[src/rtl/block_config_lut_ctx.sv]
// Multi-context LUT configuration store: NUM_CTX planes with block load, a serial
// shadow chain with explicit commit and readback, and a sticky malformed-load flag.
module block_config_lut_ctx #(
  parameter int ADDR_BITS = 4,
  parameter int MEM_SIZE  = 2**ADDR_BITS,
  parameter int CTX_BITS  = 1,
  parameter int NUM_CTX   = 2**CTX_BITS
) (
  input  logic                 clk,
  input  logic                 rst,
  input  logic [ADDR_BITS-1:0] addr,
  output logic                 out,
  input  logic                 comb_set,
  input  logic [MEM_SIZE-1:0]  config_in,
  input  logic [CTX_BITS-1:0]  cfg_ctx,
  input  logic                 ctx_switch,
  input  logic [CTX_BITS-1:0]  ctx_next,
  input  logic                 shift_en,
  input  logic                 shift_in,
  output logic                 shift_out,
  input  logic                 commit,
  input  logic                 readback,
  output logic                 cfg_ready,
  output logic                 cfg_err,
  input  logic                 err_clr
);

  localparam logic [ADDR_BITS:0] FULL = (ADDR_BITS+1)'(MEM_SIZE);

  logic [NUM_CTX-1:0][MEM_SIZE-1:0] mem;
  logic [MEM_SIZE-1:0]              shadow;
  logic [CTX_BITS-1:0]              active_ctx;
  logic [ADDR_BITS:0]               shift_cnt;
  logic                             err_reg;

  logic               full;
  logic               conflict;
  logic               commit_taken;
  logic               commit_write;
  logic               do_shift;
  logic               err_set;
  logic [ADDR_BITS:0] cnt_base;

  assign full      = (shift_cnt == FULL);
  assign conflict  = commit & readback;
  // A commit alongside comb_set is consumed even when the chain is short: comb_set owns the plane.
  assign commit_taken = commit & ~readback & (full | comb_set);
  assign commit_write = commit & ~readback & full & ~comb_set;
  assign do_shift     = shift_en & ~readback;
  assign cnt_base     = commit_taken ? '0 : shift_cnt;
  assign err_set      = conflict
                      | (commit & ~readback & ~full & ~comb_set)
                      | (do_shift & (cnt_base == FULL));

  assign out       = mem[active_ctx][addr];
  assign shift_out = shadow[MEM_SIZE-1];
  assign cfg_ready = full;
  assign cfg_err   = err_reg;

  always_ff @(posedge clk or posedge rst) begin
    if (rst) begin
      mem <= '0;
    end else begin
      for (int i = 0; i < NUM_CTX; i++) begin
        if (cfg_ctx == CTX_BITS'(i)) begin
          if (comb_set)
            mem[i] <= config_in;
          else if (commit_write)
            mem[i] <= shadow;
        end
      end
    end
  end

  always_ff @(posedge clk or posedge rst) begin
    if (rst) begin
      shadow    <= '0;
      shift_cnt <= '0;
    end else if (readback && !commit) begin
      shadow    <= mem[cfg_ctx];
      shift_cnt <= '0;
    end else if (!conflict) begin
      if (do_shift) begin
        shadow    <= {shadow[MEM_SIZE-2:0], shift_in};
        shift_cnt <= (cnt_base == FULL) ? FULL : cnt_base + (ADDR_BITS+1)'(1);
      end else begin
        shift_cnt <= cnt_base;
      end
    end
  end

  always_ff @(posedge clk or posedge rst) begin
    if (rst)
      active_ctx <= '0;
    else if (ctx_switch)
      active_ctx <= ctx_next;
  end

  // A new error outranks a same-cycle clear.
  always_ff @(posedge clk or posedge rst) begin
    if (rst)
      err_reg <= 1'b0;
    else if (err_set)
      err_reg <= 1'b1;
    else if (err_clr)
      err_reg <= 1'b0;
  end

endmodule

[config.mk]
export PLATFORM = sky130hd
export DESIGN_NAME = block_config_lut_ctx
export DESIGN_NICKNAME = d
export VERILOG_FILES = /design/src/rtl/block_config_lut_ctx.sv
export SDC_FILE = /design/constraint.sdc
export NUM_CORES = 1
export LEC_CHECK = 0
export ABC_CLOCK_PERIOD_IN_PS = 3700
export CAP_MARGIN = 20
export CORE_ASPECT_RATIO = 0.5
export CORE_MARGIN = 1
export CORE_UTILIZATION = 59
export DETAILED_ROUTE_END_ITERATION = 12
export PLACE_DENSITY = 0.83
export RECOVER_POWER = 50
export SYNTH_ARGS = -nofsm -noshare
export SYNTH_HDL_FRONTEND = slang
export SYNTH_SLANG_ARGS = --single-unit
[constraint.sdc]
create_clock -name clk -period 3.7 [get_ports clk]
set_input_delay 0.74 -clock clk [delete_from_list [all_inputs] [get_ports clk]]
set_output_delay 0.74 -clock clk [all_outputs]
set_load 0.005 [all_outputs]
## Word-level counts from Yosys, hierarchy flattened

Cells that the tools add are included.
Widths: inputs -> output; s select.

| cells by class | value |
|---|---|
| add/sub/neg operators | 1 |
| multiply operators | 0 |
| div/mod/pow operators | 0 |
| order comparisons | 3 |
| equality and inequality tests | 3 |
| shifts and indexed selects | 0 |
| multiplexer cells | 18 |
| bitwise logic cells | 16 |
| reduce and logical (&&, ||, !) cells | 8 |

Operators with widths:

| cell | count |
|---|---|
| $mux 16 | 9 |
| $mux 5 | 5 |
| $eq 5x5->1 const B | 2 |
| $and 1x1->1 | 9 |
| $reduce_and 2->1 | 3 |
| $reduce_bool 2->1 | 3 |
| $add 5x1->5 const B | 1 |
| $lt 4x5->1 const B | 1 |
| $bmux 1 s4 | 1 |
| $lt 1x2->1 const B | 2 |
| $not 1->1 | 4 |
| $mux 1 | 3 |
| $or 1x1->1 | 3 |
| $ne 2x1->1 const B | 1 |
| $logic_and 1x1->1 | 1 |
| $logic_not 1->1 | 1 |

| storage, ports and cells | value |
|---|---|
| flip-flop bits (word level) | 55 |
| bits in latches | 0 |
| memory bits (writable) | 0 |
| bits in read-only memories | 0 |
| bits of input ports | 31 |
| output and inout port bits | 4 |
| logic and storage cells | 55 |
| memories | 0 |

## Longest topological paths before layout

Gate-level depths: netlist (run 1).

| logic depth | value |
|---|---|
| word-level depth | 9 |
| depth in mapped cells | 10 |
| depth with buffers taken out | 9 |

## Worst setup path after synthesis (run 1)

OpenSTA, ideal clock, no wires.

| path | value |
|---|---|
| path kind | in2out |
| start | input addr[0] |
| end | output out |
| arrival | 1.940 ns |
| required time | 2.960 ns |
| setup slack | 1.020 ns |
| cell stages on the path | 5 |
| buffers on the path | 1 |
| cells stage by stage | buf_6 mux4_2 nor2b_1 a2111oi_0 nor4_1 |

| between the ends | value |
|---|---|
| word-level cells in the longest chain between the ends | 2 |

RTL lines:

| element | line | RTL |
|---|---|---|
| start, declared | 11 | `input logic [ADDR_BITS-1:0] addr,` |
| $bmux 1 s4 | 55 | `assign out = mem[active_ctx][addr];` |
| $mux 1 (implied by the code) | 55 |  |
| end, declared | 12 | `output logic out,` |

No other way between the ends. The select of a mux whose other input is x is not followed.

## Worst setup path after layout (run 1)

Same ends and word-level chain as after synthesis.

==> out/qor.yml, run 1 <==
power:
  switchingPower_uw: 513
  leakage_nw: 1.59
  sequentialPowerShare_pct: 52.6
  powerDensity_nw_per_um2: 449
  comb_power_share_pct: 27.7
  switching_share_pct: 30.9
  intPower_mw: 1.15
  clock_power_share_pct: 19.7
  ir_drop_mv: 0.261
grt:
  grt_max_degree: 31
  grt_pass1_vias: 2231
  antenna_found_initial: 0
  grt_pass1_wl_um: 11200
  grt_overflow: 0
  grt_usage_pct: 26.0
clock_tree:
  numCtsBuffers: 5
  clk_latency_ns: 0.30
  post_cts_resized: 1
  cts.sinks: 55
  htreeDepth: 2
  cts_tree: "yes"
  clk_path_buf_depth: 2
  cts_hold_buf: 0
  path_clk_slew_ns: 0.10
  cts_setup_buffers: 0
  root_buffer: "clkbuf_8"
floorplan:
  die_area_um2: 5750
  core_area_um2: 5070
  rows: 18
  fp.dieH_um: 54.1
  initial_core_util_pct: 63.3
  chipWidth_um: 106
  ios: 35
worst_setup_path:
  reg2reg_depth: 9
  cp-start-kind: "input port"
  critPathMaxFanout: 4
  reg2reg_slack_ns: 1.44
  critPathCaptureType: "output pin"
  reg2reg_from: "shift_cnt[0]$_DFFE_PP0P_"
  rr_endpoint: "shift_cnt[4]$_DFFE_PP0P_"
  crit_arrival_ns: 2.71
  critPathKind: "input port to output pin"
  cp_data_required_time_ns: 2.96
min_path:
  holdPathStages: 1
  min_to: "shift_cnt[4]$_DFFE_PP0P_"
  min-delay-start: "shift_cnt[4]$_DFFE_PP0P_"
  min-delay-path-class: "flip-flop to flip-flop"
layout:
  finish.utilization_pct: 72.9
  final_layout_size_suffix_gt1_share_pct: 24.7
  antenna_cells: 0
  nFillCells: 375
  areaGrowthSynthToFinish_pct: 15.1
  seq_area_um2: 1380
  postLayoutCellArea_um2: 3690
  multiInputGateArea_um2: 1700
  nNetsFinal: 348
timing:
  relSlewSlack_pct: -7.65
  max_freq_mhz: 290
  hold_violations: 0
  period_share_pct: 93.1
  setup_slack_ns: 0.255
  period_minus_slack_ns: 3.45
  maxSlewViolCount: 31
  hold_ws_ns: 0.553
  setup_viol: 0
  fin_skew_ns: 0.00874
  tightest_slew_ns: 1.61
  rsz0062_at_grt: "false"
synthesis:
  syn_area_per_cell_um2: 11.5
  synth-seq-cells: 55
  yosysWarnings: 0
  synth_seq_area_share_pct: 42.9
  synth_cells: 279
  synth_fp_nets: 312
  synth_cell_types: 42
  netlist_area_um2: 3210
flow_run:
  max-cap-violations: 1
run_status:
  outcome: "finished, violations left"
  violations: "capacitance limit, slew limit"
routing:
  first_pass_iters: 5
  ant_nets: 0
  post_drt_wl_per_cell_um: 18.7
  drc: 0
  wl_um: 7210
  vias_per_cell: 6.27
  num_vias: 2422
  drt_iter0_markers: 147
placement:
  io_buffer_count: 34
  hpwl_um: 5100
  placement.setup.worst_slack_ns: -0.0362
  gp_congestion: 0.879
  place_area_um2: 3630
==> registers in the layout, indices dropped and copies added (netlist names) <==
register and count:
shift_cnt 5, active_ctx 1, mem 32, cfg_err 1, shadow 16
==> synthesized netlist by cell type <==
| cell | n | area [µm²] |
|---|---|---|
| dfrtp_1 | 55 | 1380 |
| mux2_2 | 41 | 462 |
| nand2_1 | 27 | 101 |
| o21ai_0 | 22 | 110 |
| mux2i_1 | 21 | 210 |
| mux2_4 | 10 | 150 |
| nor2_1 | 10 | 37.5 |
| nor2b_1 | 9 | 56.3 |
| mux4_2 | 8 | 180 |
| o22ai_1 | 8 | 50.1 |
| clkbuf_1 | 7 | 26.3 |
| a211oi_1 | 6 | 45.0 |
| inv_1 | 6 | 22.5 |
| and2_1 | 5 | 31.3 |
| buf_1 | 3 | 11.3 |
| buf_6 | 3 | 33.8 |
| nand2b_1 | 3 | 18.8 |
| a21o_1 | 2 | 15.0 |
| a22oi_1 | 2 | 15.0 |
| a31oi_1 | 2 | 12.5 |
| and3_1 | 2 | 12.5 |
| buf_2 | 2 | 10.0 |
| ha_1 | 2 | 25.0 |
| nand3_1 | 2 | 10.0 |
| nor3b_1 | 2 | 15.0 |
| o31ai_1 | 2 | 15.0 |
| or3_1 | 2 | 12.5 |
| a2111oi_0 | 1 | 8.76 |
| a21boi_0 | 1 | 7.51 |
| a21oi_1 | 1 | 5.00 |
| a221o_1 | 1 | 10.0 |
| a22o_1 | 1 | 8.76 |
| a311o_1 | 1 | 10.0 |
| buf_12 | 1 | 20.0 |
| buf_4 | 1 | 7.51 |
| nand3b_1 | 1 | 7.51 |
| nor2_2 | 1 | 6.26 |
| nor3b_4 | 1 | 18.8 |
| nor4_1 | 1 | 6.26 |
| o2111ai_1 | 1 | 8.76 |
| o211ai_1 | 1 | 7.51 |
| o221ai_1 | 1 | 8.76 |
==> cells in the final DEF (no fill, tap or decap), types with 3 or more instances in the layout <==
| cell | count |
|---|---|
| clkbuf_8 | 5 |
| clkdlybuf4s50_1 | 31 |
| mux2i_1 | 21 |
| buf_4 | 10 |
| nor2b_1 | 9 |
| clkbuf_1 | 3 |
| mux2_4 | 10 |
| a211oi_1 | 6 |
| inv_1 | 6 |
| nand2_1 | 27 |
| mux2_2 | 41 |
| o21ai_0 | 22 |
| o22ai_1 | 8 |
| dfrtp_1 | 55 |
| nor2_1 | 10 |
| mux4_2 | 8 |
| nand2b_1 | 3 |
| and2_1 | 5 |
==> critical path, cell delays in order <==
cell and delay [ns]:
dlygate4sd2_1 0.30, buf_4 0.18, mux4_2 0.49, mux2_2 0.27, nor3b_1 0.18, nor4_1 0.09
clkdlybuf4s50_1 0.46
==> power by group through the flow <==
| stage | clock (mW) | sequential [mW] | combinational, mW |
|---|---|---|---|
| finish | 0.327 | 0.873 | 0.460 |
| CTS | 0.330 | 0.868 | 0.465 |
| floorplan | 0 | 0.825 | 0.348 |
| global route | 0.357 | 0.887 | 0.500 |
| global placement | 0 | 0.865 | 0.436 |
| detailed placement | 0 | 0.878 | 0.458 |
==> kinds of logic (layout without fill, tap and decap cells) <==
group | after synthesis | in the layout | share of synthesized area, %
adders and majority gates | 2 | 2 | 0.780
buffers and inverters | 23 | 60 | 4.10
muxes | 80 | 80 | 31.3
AOI/OAI and AO/OA | 53 | 53 | 10.5
and+or+nand+nor | 66 | 66 | 10.4
DFF | 55 | 55 | 42.9
==> routing by layer <==
layer | wire [µm] | vias up | GRT usage (%)
met5 | 0 | - | 0
met4 | 55 | 0 | 6.71
met3 | 351 | 6 | 4.36
li1 | - | 1098 | -
met1 | 3280 | 1226 | 34.2
met2 | 3530 | 92 | 45.9
==> final cells by class <==
cell class	count	area share (%)
multi-input cells	201	46.0
flip-flops and latches	55	37.3
inverters	6	0.610
clock buffers	6	1.97
repair buffers	46	11.4
well taps	70	2.37
clock inverters	2	0.339
==> through the flow <==
step                      cells  power [mW]  setup TNS, ns
after global placement      377        1.30              0
after detailed placement    378        1.34        -0.0362
after global routing        386        1.74              0
after CTS                   386        1.66              0
after floorplan             279        1.17              0
final                       386        1.66              0
==> worst max-delay path by stage <==
stage | start | endpoint | slack (ns)
2_1_floorplan | addr[0] | out | 1.02
3_3_place_gp | addr[0] | out | 0.01
3_5_place_dp | addr[0] | out | -0.04
4_1_cts | addr[0] | out | 0.23
5_1_grt | addr[0] | out | 0.12
6_report | addr[0] | out | 0.25
Note: power is estimated with default switching activity, not from simulation.
==> inputs of run 2 (changes only) <==
--- a/config.mk
+++ b/config.mk
@@ -7,7 +7,6 @@
 export LEC_CHECK = 0
 export ABC_CLOCK_PERIOD_IN_PS = 3700
 export CAP_MARGIN = 20
-export CORE_ASPECT_RATIO = 0.5
 export CORE_MARGIN = 1
 export CORE_UTILIZATION = 59
 export DETAILED_ROUTE_END_ITERATION = 12
==> run 2 against run 1 <==
  * The run now ends clean
  * Non-clock buffer count is 2 lower
  * Routed wire length is 9.0% lower
  * Die area decreased by 0.31%
  * Global-route usage decreased by 1.4 points
  * Clock power increased by 6%
  * Design area rose by 0.30%
  * Largest power group unchanged
  * Critical path type unchanged
  * Utilization shrank 1.3 points
  * Register-to-register slack better by 0.06 ns
  * Power about the same
  * Cell count is 0.52% lower
==> out/qor.yml, run 2 (synthesis results as in run 1) <==
floorplan:
  initial_core_util_pct: 62.0  # -1.3 points
  chipWidth_um: 75.7  # -29%
  fp.dieH_um: 75.7  # +40%
  die_area_um2: 5730  # -0.31%
  rows: 26  # +8
  core_area_um2: 5170  # +2.1%
  ios: 35  # unchanged
routing:
  wl_um: 6560  # -9.0%
  vias_per_cell: 5.83  # -7.0%
  num_vias: 2240  # -7.5%
  post_drt_wl_per_cell_um: 17.1  # -8.5%
  ant_nets: 0  # unchanged
  drc: 0  # unchanged
  drt_iter0_markers: 106  # -28%
  first_pass_iters: 4  # -1
layout:
  multiInputGateArea_um2: 1710  # +0.37%
  areaGrowthSynthToFinish_pct: 15.5
  nFillCells: 376  # +0.27%
  largest_register_ffs: 32  # unchanged
  mostFrequentLayoutCells: "55 x dfrtp_1, 41 x mux2_2, 30 x clkdlybuf4s50_1"
  final_layout_size_suffix_gt1_share_pct: 25.5  # +0.79 points
  top_register: "mem"
  mostFrequentLayoutCell: "dfrtp_1"
  postLayoutCellArea_um2: 3700  # +0.30%
  seq_area_um2: 1380  # unchanged
  antenna_cells: 0  # unchanged
  nNetsFinal: 346  # -0.57%
  top_regs: "mem: 32 flops, shadow: 16 flops, shift_cnt: 5 flops"
worst_setup_path:
  critPathCaptureType: "output pin"
  critPathMaxFanout: 7  # +3
  cp-start-kind: "input port"
  crit_arrival_ns: 2.57  # -0.14 ns
  reg2reg_slack_ns: 1.50  # +0.06 ns
  cp_data_required_time_ns: 2.96  # about the same
  critPathKind: "input port to output pin"
grt:
  grt_overflow: 0  # unchanged
  grt_max_degree: 40  # +29%
  grt_usage_pct: 24.6  # -1.4 points
  grt_pass1_vias: 2121  # -4.9%
  antenna_found_initial: 0  # unchanged
  grt_pass1_wl_um: 10300  # -7.7%
timing:
  setup_slack_ns: 0.389  # +0.134 ns
  period_minus_slack_ns: 3.31  # -0.134 ns
  tightest_slew_ns: 0.951  # -0.664 ns
  hold_violations: 0  # unchanged
  max_freq_mhz: 302  # +4.0%
  relSlewSlack_pct: 36.6  # +44 points
  rsz0062_at_grt: "false"
  maxSlewViolCount: 0  # -100%
  period_share_pct: 89.5  # -3.6 points
  hold_ws_ns: 0.541  # -0.0127 ns
  setup_viol: 0  # unchanged
  fin_skew_ns: 0.00997  # +0.00124 ns
power:
  ir_drop_mv: 0.264  # +1.1%
  powerDensity_nw_per_um2: 448  # -0.29%
  leakage_nw: 1.60  # +0.68%
clock_tree:
  numCtsBuffers: 5  # unchanged
  clk_path_buf_depth: 2  # unchanged
  post_cts_resized: 1  # unchanged
  cts_setup_buffers: 0  # unchanged
  cts_hold_buf: 0  # unchanged
  cts.sinks: 55  # unchanged
  cts_tree: "yes"
  htreeDepth: 2  # unchanged
  root_buffer: "clkbuf_8"
  clk_latency_ns: 0.32  # +0.02 ns
  path_clk_slew_ns: 0.10  # about the same
run_status:
  outcome: "completed"
placement:
  io_buffer_count: 34  # unchanged
  hpwl_um: 4870  # -4.5%
  gp_congestion: 0.866  # -1.5%
  placement.setup.worst_slack_ns: -0.00367  # +0.0325 ns
  place_area_um2: 3600  # -0.76%
flow_run:
  max-cap-violations: 0  # -1
min_path:
  min-delay-path-class: "flip-flop to flip-flop"
## run 2: cell count changes in the layout (fill, tap and decap cells not counted)
| cell | before | now |
|---|---|---|
| clkbuf_1 | 3 | 0 |
| buf_4 | 10 | 8 |
| a2111oi_0 | 1 | 0 |
| a2111oi_2 | 0 | 1 |
| buf_6 | 0 | 1 |
| clkbuf_2 | 0 | 1 |
| clkdlybuf4s50_1 | 31 | 30 |
| dlygate4sd2_1 | 1 | 0 |
| dlygate4sd3_1 | 2 | 3 |
| dlymetal6s2s_1 | 0 | 1 |
| inv_8 | 0 | 1 |
## run 2: critical path: stages
cell and delay, ns:
clkdlybuf4s50_1 0.47, buf_6 0.15, mux4_2 0.49, nor2b_1 0.15
a2111oi_2 0.33, nor4_1 0.09, dlymetal6s2s_1 0.16
## run 2: worst paths after layout
check / start / end / cells after the start
worst max-delay path: addr[0] / out / 7
worst min-delay path: cfg_err$_DFFE_PP0P_ / cfg_err$_DFFE_PP0P_ / 2
worst max register to register: shift_cnt[2]$_DFFE_PP0P_ / shift_cnt[0]$_DFFE_PP0P_ / 7
worst min register to register: cfg_err$_DFFE_PP0P_ / cfg_err$_DFFE_PP0P_ / 2
max in group asynchronous: rst / shadow[5]$_DFFE_PP0P_ / 3
min in group asynchronous: rst / mem[12]$_DFFE_PP0P_ / 2
## run 2: power by group
part / switching, mW / internal, mW / leakage [nW] / total, mW
clock network: 0.209 / 0.137 / 0.0461 / 0.346
logic: 0.175 / 0.276 / 0.881 / 0.451
registers: 0.127 / 0.736 / 0.670 / 0.863
## run 2: area by class of cell
| class | instances | share of cell area, % |
|---|---|---|
| clock buffers | 5 | 1.86 |
| clock inverters | 3 | 0.642 |
| inverters | 6 | 0.608 |
| multi-input cells | 201 | 46.0 |
| flip-flops and latches | 55 | 37.2 |
| well taps | 70 | 2.36 |
| repair buffers | 44 | 11.3 |
## run 2: stage by stage
stage | setup TNS [ns] | instances | power [mW] | utilization [%]
after floorplan | 0 | 279 | 1.17 | -
after global placement | 0 | 376 | 1.30 | 69.6
after detailed placement | -0.00367 | 376 | 1.33 | 69.6
after CTS | 0 | 384 | 1.67 | 71.4
after global routing | 0 | 384 | 1.75 | 71.6
final | 0 | 384 | 1.66 | 71.6
## run 2: per-layer routing
metal  vias to the layer above  GRT usage, %  wire length [µm]
li1                       1093             -                 -
met1                      1097          32.7              2910
met2                        42          41.8              3360
met3                         8          3.97               197
met4                         0          7.20                89
met5                         -             0                 0
==> inputs of run 3 (changes only) <==
--- a/config.mk
+++ b/config.mk
@@ -5,12 +5,12 @@
 export SDC_FILE = /design/constraint.sdc
 export NUM_CORES = 1
 export LEC_CHECK = 0
-export ABC_CLOCK_PERIOD_IN_PS = 3700
+export ABC_CLOCK_PERIOD_IN_PS = 2700
 export CAP_MARGIN = 20
 export CORE_MARGIN = 1
-export CORE_UTILIZATION = 59
+export CORE_UTILIZATION = 51
 export DETAILED_ROUTE_END_ITERATION = 12
-export PLACE_DENSITY = 0.83
+export PLACE_DENSITY = 0.76
 export RECOVER_POWER = 50
 export SYNTH_ARGS = -nofsm -noshare
 export SYNTH_HDL_FRONTEND = slang
==> constraint.sdc (replaced) <==
create_clock -name clk -period 2.7 [get_ports clk]
set_input_delay 0.54 -clock clk [delete_from_list [all_inputs] [get_ports clk]]
set_output_delay 0.54 -clock clk [all_outputs]
set_load 0.005 [all_outputs]
==> run 3 against run 2 <==
  * Combinational power up 43%
  * Clock power up 40%
  * Critical endpoint unchanged
  * Flip-flop and latch count unchanged
  * Critical path depth down 1
  * Non-clock buffer count up 7
  * Largest power group unchanged
  * Via count up 1.3%
  * Die area up 15%
  * First-iteration DRC count up 63%
  * Cell count up 3.1%
  * Sequential power up 37%
==> out/qor.yml, run 3 (synthesis results as in run 1) <==
run_status:
  outcome: "completed"
routing:
  drc: 0  # unchanged
  wl_um: 6720  # +2.5%
  num_vias: 2270  # +1.3%
  vias_per_cell: 5.73  # -1.7%
  first_pass_iters: 4  # unchanged
  ant_nets: 0  # unchanged
  post_drt_wl_per_cell_um: 17.0  # -0.64%
  drt_iter0_markers: 173  # +63%
layout:
  final_layout_size_suffix_gt1_share_pct: 27.7  # +2.2 points
  mostFrequentLayoutCell: "dfrtp_1"
  top_register: "mem"
  largest_register_ffs: 32  # unchanged
  nNetsFinal: 353  # +2.0%
  areaGrowthSynthToFinish_pct: 18.7
  antenna_cells: 0  # unchanged
  mostFrequentLayoutCells: "55 x dfrtp_1, 39 x mux2_2, 29 x clkdlybuf4s50_1"
  top_regs: "mem: 32 flops, shadow: 16 flops, shift_cnt: 5 flops"
  finalNonFillerCells: 396  # +3.1%
clock_tree:
  clk_latency_ns: 0.31  # about the same
  cts_tree: "yes"
  numCtsBuffers: 5  # unchanged
  htreeDepth: 2  # unchanged
  path_clk_slew_ns: 0.10  # about the same
  clk_path_buf_depth: 2  # unchanged
  root_buffer: "clkbuf_8"
  cts_setup_buffers: 0  # unchanged
  cts.sinks: 55  # unchanged
floorplan:
  fp.dieH_um: 81.3  # +7.4%
  chipWidth_um: 81.3  # +7.4%
  core_area_um2: 5990  # +16%
  rows: 28  # +7.7%
  ios: 35  # unchanged
  die_area_um2: 6610  # +15%
  initial_core_util_pct: 53.5  # -8.5 points
power:
  switchingPower_uw: 693  # +36%
  ir_drop_mv: 0.398  # +51%
  sequentialPowerShare_pct: 51.0  # -1.0 points
  intPower_mw: 1.61  # +40%
  switching_share_pct: 30.0  # -0.69 points
  clock_power_share_pct: 21.0  # +0.2 points
  leakage_nw: 1.65  # +3.3%
  powerDensity_nw_per_um2: 606  # +35%
  comb_power_share_pct: 28.0  # +0.8 points
grt:
  grt_pass1_vias: 2288  # +7.9%
  grt_max_degree: 29  # -28%
  antenna_found_initial: 0  # unchanged
  grt_pass1_wl_um: 11400  # +10%
  grt_overflow: 0  # unchanged
  grt_usage_pct: 23.2  # -1.4 points
placement:
  io_buffer_count: 34  # unchanged
  hpwl_um: 5010  # +2.9%
  gp_congestion: 0.870  # +0.45%
  dp.cells: 388  # +3.2%
worst_setup_path:
  crit_arrival_ns: 2.07  # -0.50 ns
  critPathMaxFanout: 7  # unchanged
  reg2reg_depth: 7  # unchanged
  crit_chain: "dlygate4sd2_1 -> buf_6 -> mux4_2 -> a2111oi_2 -> nor4_2 -> buf_2"
  crit_family: "multiplexers"
  cp-start-kind: "input port"
  critPathCaptureType: "output pin"
  rr_endpoint: "shift_cnt[2]$_DFFE_PP0P_"
  cp_num_buf_inv: 3  # unchanged
  reg2reg_slack_ns: 0.62  # -0.88 ns
  cp_data_required_time_ns: 2.16  # -0.80 ns
  reg2reg_from: "shift_cnt[2]$_DFFE_PP0P_"
  max_stage_delay_ns: 0.52  # +0.03 ns
  critPathSlowestCell: "mux4_2"
  critPathKind: "input port to output pin"
flow_run:
  max-cap-violations: 0  # unchanged
timing:
  fin_skew_ns: 0.00404  # -0.00593 ns
  period_share_pct: 96.8
  tightest_slew_ns: 1.34  # +0.393 ns
  relSlewSlack_pct: 10.4  # -26 points
  max_freq_mhz: 383
  maxSlewViolCount: 0  # unchanged
  hold_violations: 0  # unchanged
  fin_tns_setup_ns: 0  # unchanged
  setup_viol: 0  # unchanged
  period_minus_slack_ns: 2.61
  rsz0062_at_grt: "false"
min_path:
  min-delay-start: "shift_cnt[4]$_DFFE_PP0P_"
  holdPathStages: 1  # -1
  min_to: "shift_cnt[4]$_DFFE_PP0P_"
  min-delay-path-class: "flip-flop to flip-flop"
-- run 3: cell types whose count changed in the layout (fill, tap and decap cells not counted), moves of 2 or more --
cell | before | now
buf_12 | 0 | 2
mux2_4 | 10 | 12
mux2_2 | 41 | 39
buf_4 | 8 | 10
nor3b_2 | 0 | 2
clkbuf_1 | 0 | 2
nor3b_1 | 2 | 0
-- run 3: layer usage --
| metal | global-route usage, % | part of all wire [%] |
|---|---|---|
| met1 | 32.4 | 45 |
| met4 | 3.75 | 0.28 |
| met5 | 0 | 0 |
| met3 | 4.61 | 3.8 |
| met2 | 38.0 | 51 |
-- run 3: area by class of cell --
class / count / area (µm²)
multi-input combinational: 201 / 1730
tap: 75 / 93.8
fill: 487 / 2180
inverter: 6 / 22.5
clock inverter: 2 / 16.3
clock buffer: 6 / 82.6
sequential: 55 / 1380
timing repair buffer: 51 / 487
-- run 3: repair_timing --
action,in CTS,in global routing
pin swaps,4,1
hold buffers,0,0
setup endpoints to repair,1,1
gates resized for setup,13,2
-- run 3: power by group through the flow --
stage                     combinational [mW]  sequential [mW]  clock (mW)
after floorplan                        0.477             1.13           0
after global placement                 0.615             1.19           0
after detailed placement               0.637             1.19           0
after CTS                              0.650             1.18       0.498
after global routing                   0.713             1.21       0.533
final                                  0.645             1.18       0.484
-- run 3: how the worst max path moves through the flow --
stage | cells past startpoint | to | slack (ns) | startpoint
final | 6 | out | 0.09 | addr[0]
after global routing | 7 | out | 0.01 | addr[0]
after CTS | 7 | out | 0.02 | addr[1]
after detailed placement | 7 | out | -0.63 | addr[0]
after global placement | 7 | out | -0.64 | addr[0]
after floorplan | 5 | out | 0.42 | addr[0]
-- run 3: metrics by stage --
stage | total power [mW] | hold WS, ns | worst slack [ns] | cell area (µm²) | utilization, %
floorplan | 1.61 | 0.482 | 0.420 | 3210 | -
global placement | 1.80 | 0.502 | -0.642 | 3680 | 61.5
detailed placement | 1.83 | 0.512 | -0.629 | 3680 | 61.5
CTS | 2.33 | 0.534 | 0.0155 | 3810 | 63.6
global route | 2.45 | 0.562 | 0.0131 | 3810 | 63.6
finish | 2.31 | 0.534 | 0.0875 | 3810 | 63.6
